### src/rtl/scan_sequencer_pkg.sv
// Shared definitions for the scan sequencer: state encodings, default
// parameter values and the select-code stepping helpers.
package scan_sequencer_pkg;

  typedef enum logic [1:0] {
    IDLE   = 2'b00,
    ACTIVE = 2'b01,
    GAP    = 2'b10
  } state_t;

  localparam int DEF_DW    = 8;
  localparam int DEF_GUARD = 1;

  // Next select code, modulo 8, in the latched direction.
  function automatic logic [2:0] step_code(input logic [2:0] code, input logic down);
    return down ? (code - 3'd1) : (code + 3'd1);
  endfunction

  // True when stepping from this code crosses the 7/0 boundary.
  function automatic logic is_wrap(input logic [2:0] code, input logic down);
    return down ? (code == 3'd0) : (code == 3'd7);
  endfunction

endpackage

### src/rtl/dwell_cnt.sv
// Loadable down-counter with a zero flag; holds at zero until reloaded.
module dwell_cnt #(
  parameter int W = 8
) (
  input  logic         clk,
  input  logic         rst,
  input  logic         load,
  input  logic [W-1:0] load_val,
  input  logic         dec,
  output logic         zero
);

  logic [W-1:0] count;

  // Load has priority over decrement; decrement stops at zero.
  always_ff @(posedge clk or posedge rst) begin
    if (rst) begin
      count <= '0;
    end else if (load) begin
      count <= load_val;
    end else if (dec && (count != '0)) begin
      count <= count - 1'b1;
    end
  end

  assign zero = (count == '0);

endmodule

### src/rtl/scan_sequencer.sv
// Steps a 3-bit select code through all eight values with a programmable
// dwell per code, an optional blanking gap, up/down direction and
// one-shot or continuous operation. All outputs are registered.
module scan_sequencer
  import scan_sequencer_pkg::*;
#(
  parameter int DW    = DEF_DW,
  parameter int GUARD = DEF_GUARD
) (
  input  logic          clk,
  input  logic          rst,
  input  logic          start,
  input  logic          stop,
  input  logic          dir,
  input  logic          oneshot,
  input  logic [DW-1:0] dwell,
  input  logic          ld,
  input  logic [2:0]    ld_code,
  output logic [2:0]    sel,
  output logic          en,
  output logic          busy,
  output logic          done,
  output logic          wrap
);

  localparam bit         HAS_GAP  = (GUARD > 0);
  localparam logic [1:0] GAP_LOAD = HAS_GAP ? 2'(GUARD - 1) : 2'd0;

  state_t        state, state_nxt;
  logic          dir_q, oneshot_q;
  logic [DW-1:0] dload_q;
  logic [2:0]    step_q;

  logic          dc_load, dc_zero, gc_load, gc_zero;
  logic [DW-1:0] dc_val;
  logic          go, advance, last, gap_end;
  logic [2:0]    sel_nxt;
  logic          en_nxt, busy_nxt, done_nxt, wrap_nxt;

  // Counter reload value is dwell-1, with a dwell of zero treated as one.
  function automatic logic [DW-1:0] dwell_reload(input logic [DW-1:0] d);
    return (d == '0) ? '0 : (d - 1'b1);
  endfunction

  assign go      = (state == IDLE) && start && !stop;
  assign advance = (state == ACTIVE) && dc_zero && !stop;
  assign last    = oneshot_q && (step_q == 3'd7);
  assign gap_end = (state == GAP) && gc_zero && !stop;

  dwell_cnt #(.W(DW)) u_dwell (
    .clk      (clk),
    .rst      (rst),
    .load     (dc_load),
    .load_val (dc_val),
    .dec      (state == ACTIVE),
    .zero     (dc_zero)
  );

  dwell_cnt #(.W(2)) u_gap (
    .clk      (clk),
    .rst      (rst),
    .load     (gc_load),
    .load_val (GAP_LOAD),
    .dec      (state == GAP),
    .zero     (gc_zero)
  );

  // State register.
  always_ff @(posedge clk or posedge rst) begin
    if (rst) state <= IDLE;
    else     state <= state_nxt;
  end

  // Next-state logic; stop always wins over sequencing.
  always_comb begin
    state_nxt = state;
    case (state)
      IDLE:    if (go) state_nxt = ACTIVE;
      ACTIVE: begin
        if (stop)         state_nxt = IDLE;
        else if (dc_zero) state_nxt = last ? IDLE : (HAS_GAP ? GAP : ACTIVE);
      end
      GAP: begin
        if (stop)         state_nxt = IDLE;
        else if (gc_zero) state_nxt = ACTIVE;
      end
      default: state_nxt = IDLE;
    endcase
  end

  // Next values of the registered outputs and counter controls.
  always_comb begin
    sel_nxt  = sel;
    done_nxt = 1'b0;
    wrap_nxt = 1'b0;
    dc_load  = 1'b0;
    dc_val   = dload_q;
    gc_load  = 1'b0;
    if (go) begin
      dc_load = 1'b1;
      dc_val  = dwell_reload(dwell);
    end else if ((state == IDLE) && !stop && ld) begin
      sel_nxt = ld_code;
    end
    if (advance) begin
      sel_nxt  = step_code(sel, dir_q);
      wrap_nxt = is_wrap(sel, dir_q);
      done_nxt = last;
      dc_load  = !last && !HAS_GAP;
      gc_load  = !last && HAS_GAP;
    end
    if (gap_end) dc_load = 1'b1;
    en_nxt   = (state_nxt == ACTIVE);
    busy_nxt = (state_nxt != IDLE);
  end

  // Output registers.
  always_ff @(posedge clk or posedge rst) begin
    if (rst) begin
      sel  <= 3'd0;
      en   <= 1'b0;
      busy <= 1'b0;
      done <= 1'b0;
      wrap <= 1'b0;
    end else begin
      sel  <= sel_nxt;
      en   <= en_nxt;
      busy <= busy_nxt;
      done <= done_nxt;
      wrap <= wrap_nxt;
    end
  end

  // Sweep configuration is captured at start and frozen until the next start.
  always_ff @(posedge clk or posedge rst) begin
    if (rst) begin
      dir_q     <= 1'b0;
      oneshot_q <= 1'b0;
      dload_q   <= '0;
      step_q    <= 3'd0;
    end else if (go) begin
      dir_q     <= dir;
      oneshot_q <= oneshot;
      dload_q   <= dwell_reload(dwell);
      step_q    <= 3'd0;
    end else if (advance) begin
      step_q    <= step_q + 3'd1;
    end
  end

endmodule

### config.mk
export PLATFORM = sky130hd
export DESIGN_NAME = scan_sequencer
export DESIGN_NICKNAME = d
export VERILOG_FILES = /design/src/rtl/scan_sequencer_pkg.sv /design/src/rtl/dwell_cnt.sv /design/src/rtl/scan_sequencer.sv
export SDC_FILE = /design/constraint.sdc
export NUM_CORES = 1
export LEC_CHECK = 0
export BUFFER_PORTS_ARGS = -buffer_cell sky130_fd_sc_hd__buf_4
export CORE_UTILIZATION = 51
export CTS_CLUSTER_SIZE = 8
export DETAILED_ROUTE_END_ITERATION = 6
export GPL_TIMING_DRIVEN = 0
export PLACE_DENSITY = 0.75
export SKIP_CTS_REPAIR_TIMING = 1
export SYNTH_ARGS = -nofsm -noshare
export SYNTH_HDL_FRONTEND = slang
export SYNTH_HIERARCHICAL = 1
export SYNTH_SLANG_ARGS = --single-unit
### constraint.sdc
create_clock -name clk -period 2.83 [get_ports clk]
set_clock_uncertainty 0.2 [all_clocks]
set_input_delay 0.1415 -clock clk [delete_from_list [all_inputs] [get_ports clk]]
set_output_delay 0.1415 -clock clk [all_outputs]
set_load 0.01 [all_outputs]
==> reports/metrics.yaml <==
number_of_enable_type_register_cells_in_the_synthesized_netlist: 0
period_share: 0.944
area_of_all_placed_cells_without_fillers_um2: 2240
synth.largest_area_cell: "sky130_fd_sc_hd__dfrtp_1"
ys_types: 50
cts.path.max_buffers: 2
max_slew.worst_pin.slew_ns: 0.832
cts-buffers-inserted: 5
routed_wirelength_normalized_by_instance_count_um: 14.0
grt_overflow: 0
dieHeight_um: 61.2
drt_drc_violations_left: 0
grt_antenna_before_repair: 0
ys.flop_type: "sky130_fd_sc_hd__dfrtp_1"
synthToLayoutAreaGrowth_pct: 25.6
finalSetupViolations: 0
synth.yosys.seq_area_share: 0.448
port-buffer-count: 24
preCtsSetupSlack_ns: -0.536
final_critical_period_ns: 2.67
drv.max_cap_violation_count: 0
avg_synthesized_cell_area_um2: 10.1
nNetsFinal: 248
avgViaCountPerCell: 5.30
drv_slew: 0
cp_cell_sequence: "inv_1 > ha_1 > or4b_4 > nor2_4 > nor4bb_4 > nand2_1 > inv_2 > and2b_4 > a221o_1"
synth_top_area_cells: "sky130_fd_sc_hd__dfrtp_1, sky130_fd_sc_hd__ha_1, sky130_fd_sc_hd__nand2_1"
timing.slew.headroom: 0.445
dp_hpwl_um: 2690
vdd_drop_max_v: 0.000402
drt-pass1-iter-count: 4
worst_stage_delay_on_the_critical_path_ns: 0.51
timing.critical_path.arrival_ns: 2.69
run_status: "completed"
cts_tree: "built"
die_width_um: 61.2
worst-setup-path-type: "flop to flop"
worst_setup_path_end_kind: "flop"
layout-drive-gt1-share: 0.221
cts.sinks: 32
hold-worst-slack_ns: 0.0155
critical_path.max_fanout: 6
drtIter0Drc: 40
initial_core_util: 0.535
setup_slack_of_the_critical_path_after_layout_ns: 0.159
worst_path_max_delay_cell: "sky130_fd_sc_hd__or4b_4"
finalCoreUtilization: 0.672
clk_root_buffer_cell: "sky130_fd_sc_hd__clkbuf_4"
critPathLaunchType: "flop"
clock_insertion_delay_worst_skew_ns: 0.32
required_ns: 2.84
vias_in_the_first_global_route: 1377
grt_util_all_layers: 0.219
i_o_pin_cnt: 25
wire_length_of_the_first_global_routing_pass_um: 5910
asyncSetResetFlopFracSynth: 1.00
global_placer_s_final_weighted_congestion: 0.833
core_um2: 3340
p_leak_uw: 0.000996
final_ant_viol_nets: 0
synth.yosys.warnings: 6
synth_cells: 177
antennaDiodeCount: 0
wirelength_um: 3740
power.density_nw_per_um2: 697
dr_total_vias: 1420
die_area_um2: 3740
setup_tns_ns: 0
grt_max_degree: 23
ctsHtreeMaxLevel: 2
min_path_type: "input pin to flop"
rsz0062_at_grt: "no"
ys_ff_latch: 32
hold_violations: 0
synthDominantCellAreaShare: 0.448
place_area_um2: 2030
rows: 21
clk_transition_reported_paths_ns: 0.10
achievable-frequency_ghz: 0.374
syn-cell-area_um2: 1790
synthesized netlist by cell type, types with 3 or more instances:
cell,instances
sky130_fd_sc_hd__nor3_1,3
sky130_fd_sc_hd__o21ai_0,7
sky130_fd_sc_hd__xor2_1,6
sky130_fd_sc_hd__nand3_1,5
sky130_fd_sc_hd__nor2b_1,5
sky130_fd_sc_hd__inv_1,15
sky130_fd_sc_hd__a21oi_1,5
sky130_fd_sc_hd__o21ai_1,3
sky130_fd_sc_hd__nand2_1,21
sky130_fd_sc_hd__xnor2_1,4
sky130_fd_sc_hd__nor2_1,5
sky130_fd_sc_hd__dfrtp_1,32
sky130_fd_sc_hd__nor4b_1,3
sky130_fd_sc_hd__nor3b_1,3
sky130_fd_sc_hd__a22o_1,4
sky130_fd_sc_hd__a211oi_1,3
sky130_fd_sc_hd__ha_1,7
sky130_fd_sc_hd__o31ai_1,6
layout make-up:
type                    count  area, um^2
plain buffers               4        17.5
inverters                  15        56.3
flip-flops and latches     32         801
fillers                   282        1090
well taps                  46        57.6
multi-input cells         127         937
clock buffers               7        65.1
repair buffers             37         308
critical path: cells and delay by family, from the launching register on:
kind | cells | cell delay [ns]
DFF | 1 | 0.39
adders and majority gates | 1 | 0.17
AOI/OAI and AO/OA | 1 | 0.32
buffers and inverters | 2 | 0.22
and+or+nand+nor | 5 | 1.25
sequential cells by signal (all words and copies together) (netlist names):
register and cells:
dload_q 8, u_dwell/count 8, sel 3, step_q 3, state 2, u_gap/count 2, busy 1, dir_q 1
done 1, en 1, oneshot_q 1, wrap 1
stage by stage:
stage / power [uW] / instances
5_1_grt: 1670 / 268
6_report: 1560 / 268
2_1_floorplan: 1080 / 178
3_5_place_dp: 1250 / 248
4_1_cts: 1540 / 255
3_3_place_gp: 1200 / 248
final timing paths:
check,start,endpoint,slack [ns],cells past startpoint
worst min-delay path,dwell[5],dload_q[5],0.02,3
min in group asynchronous,rst,u_gap/count[0],0.03,3
worst max-delay path,u_dwell/count[0],u_gap/count[0],0.16,9
max in group asynchronous,rst,dload_q[6],1.57,3
worst min register to register,dload_q[1],dload_q[1],0.29,2
worst max register to register,u_dwell/count[0],u_gap/count[0],0.16,9
kinds of logic after synthesis:
group	after synthesis	share of synthesized area
flip-flops	32	0.448
XOR/XNOR	10	0.0491
buffers and inverters	19	0.0413
AO/OA/AOI/OAI	37	0.143
AND/OR/NAND/NOR	66	0.231
multiplexers	4	0.0245
adder cells (fa/ha/maj)	8	0.0603
other	1	0.00210
report_power, final:
| part | total [uW] | internal, uW | switching, uW |
|---|---|---|---|
| registers | 693 | 584 | 108 |
| logic | 582 | 283 | 299 |
| clock network | 289 | 141 | 148 |
| total | 1560 | 1010 | 555 |
routing by layer:
layer  GRT usage  up-vias  wire length, um
met5           0        -                0
met4      0.0844        0               40
met3      0.0588        5              111
met2       0.382       22             1940
met1       0.256      676             1650
li1            -      717                -
layout by cell type, fill, tap and decap left out, drive strengths merged, types with 4 or more instances in the layout:
master       count
ha               7
xnor2            4
nand2           21
nand3            5
nor2b            5
buf             27
dfrtp           32
nor2             6
dlygate4sd3     12
clkbuf           9
o21ai           11
a22o             4
a21oi            5
xor2             6
nor4b            4
inv             15
o31ai            6
Note: power is estimated with default switching activity, not from simulation.
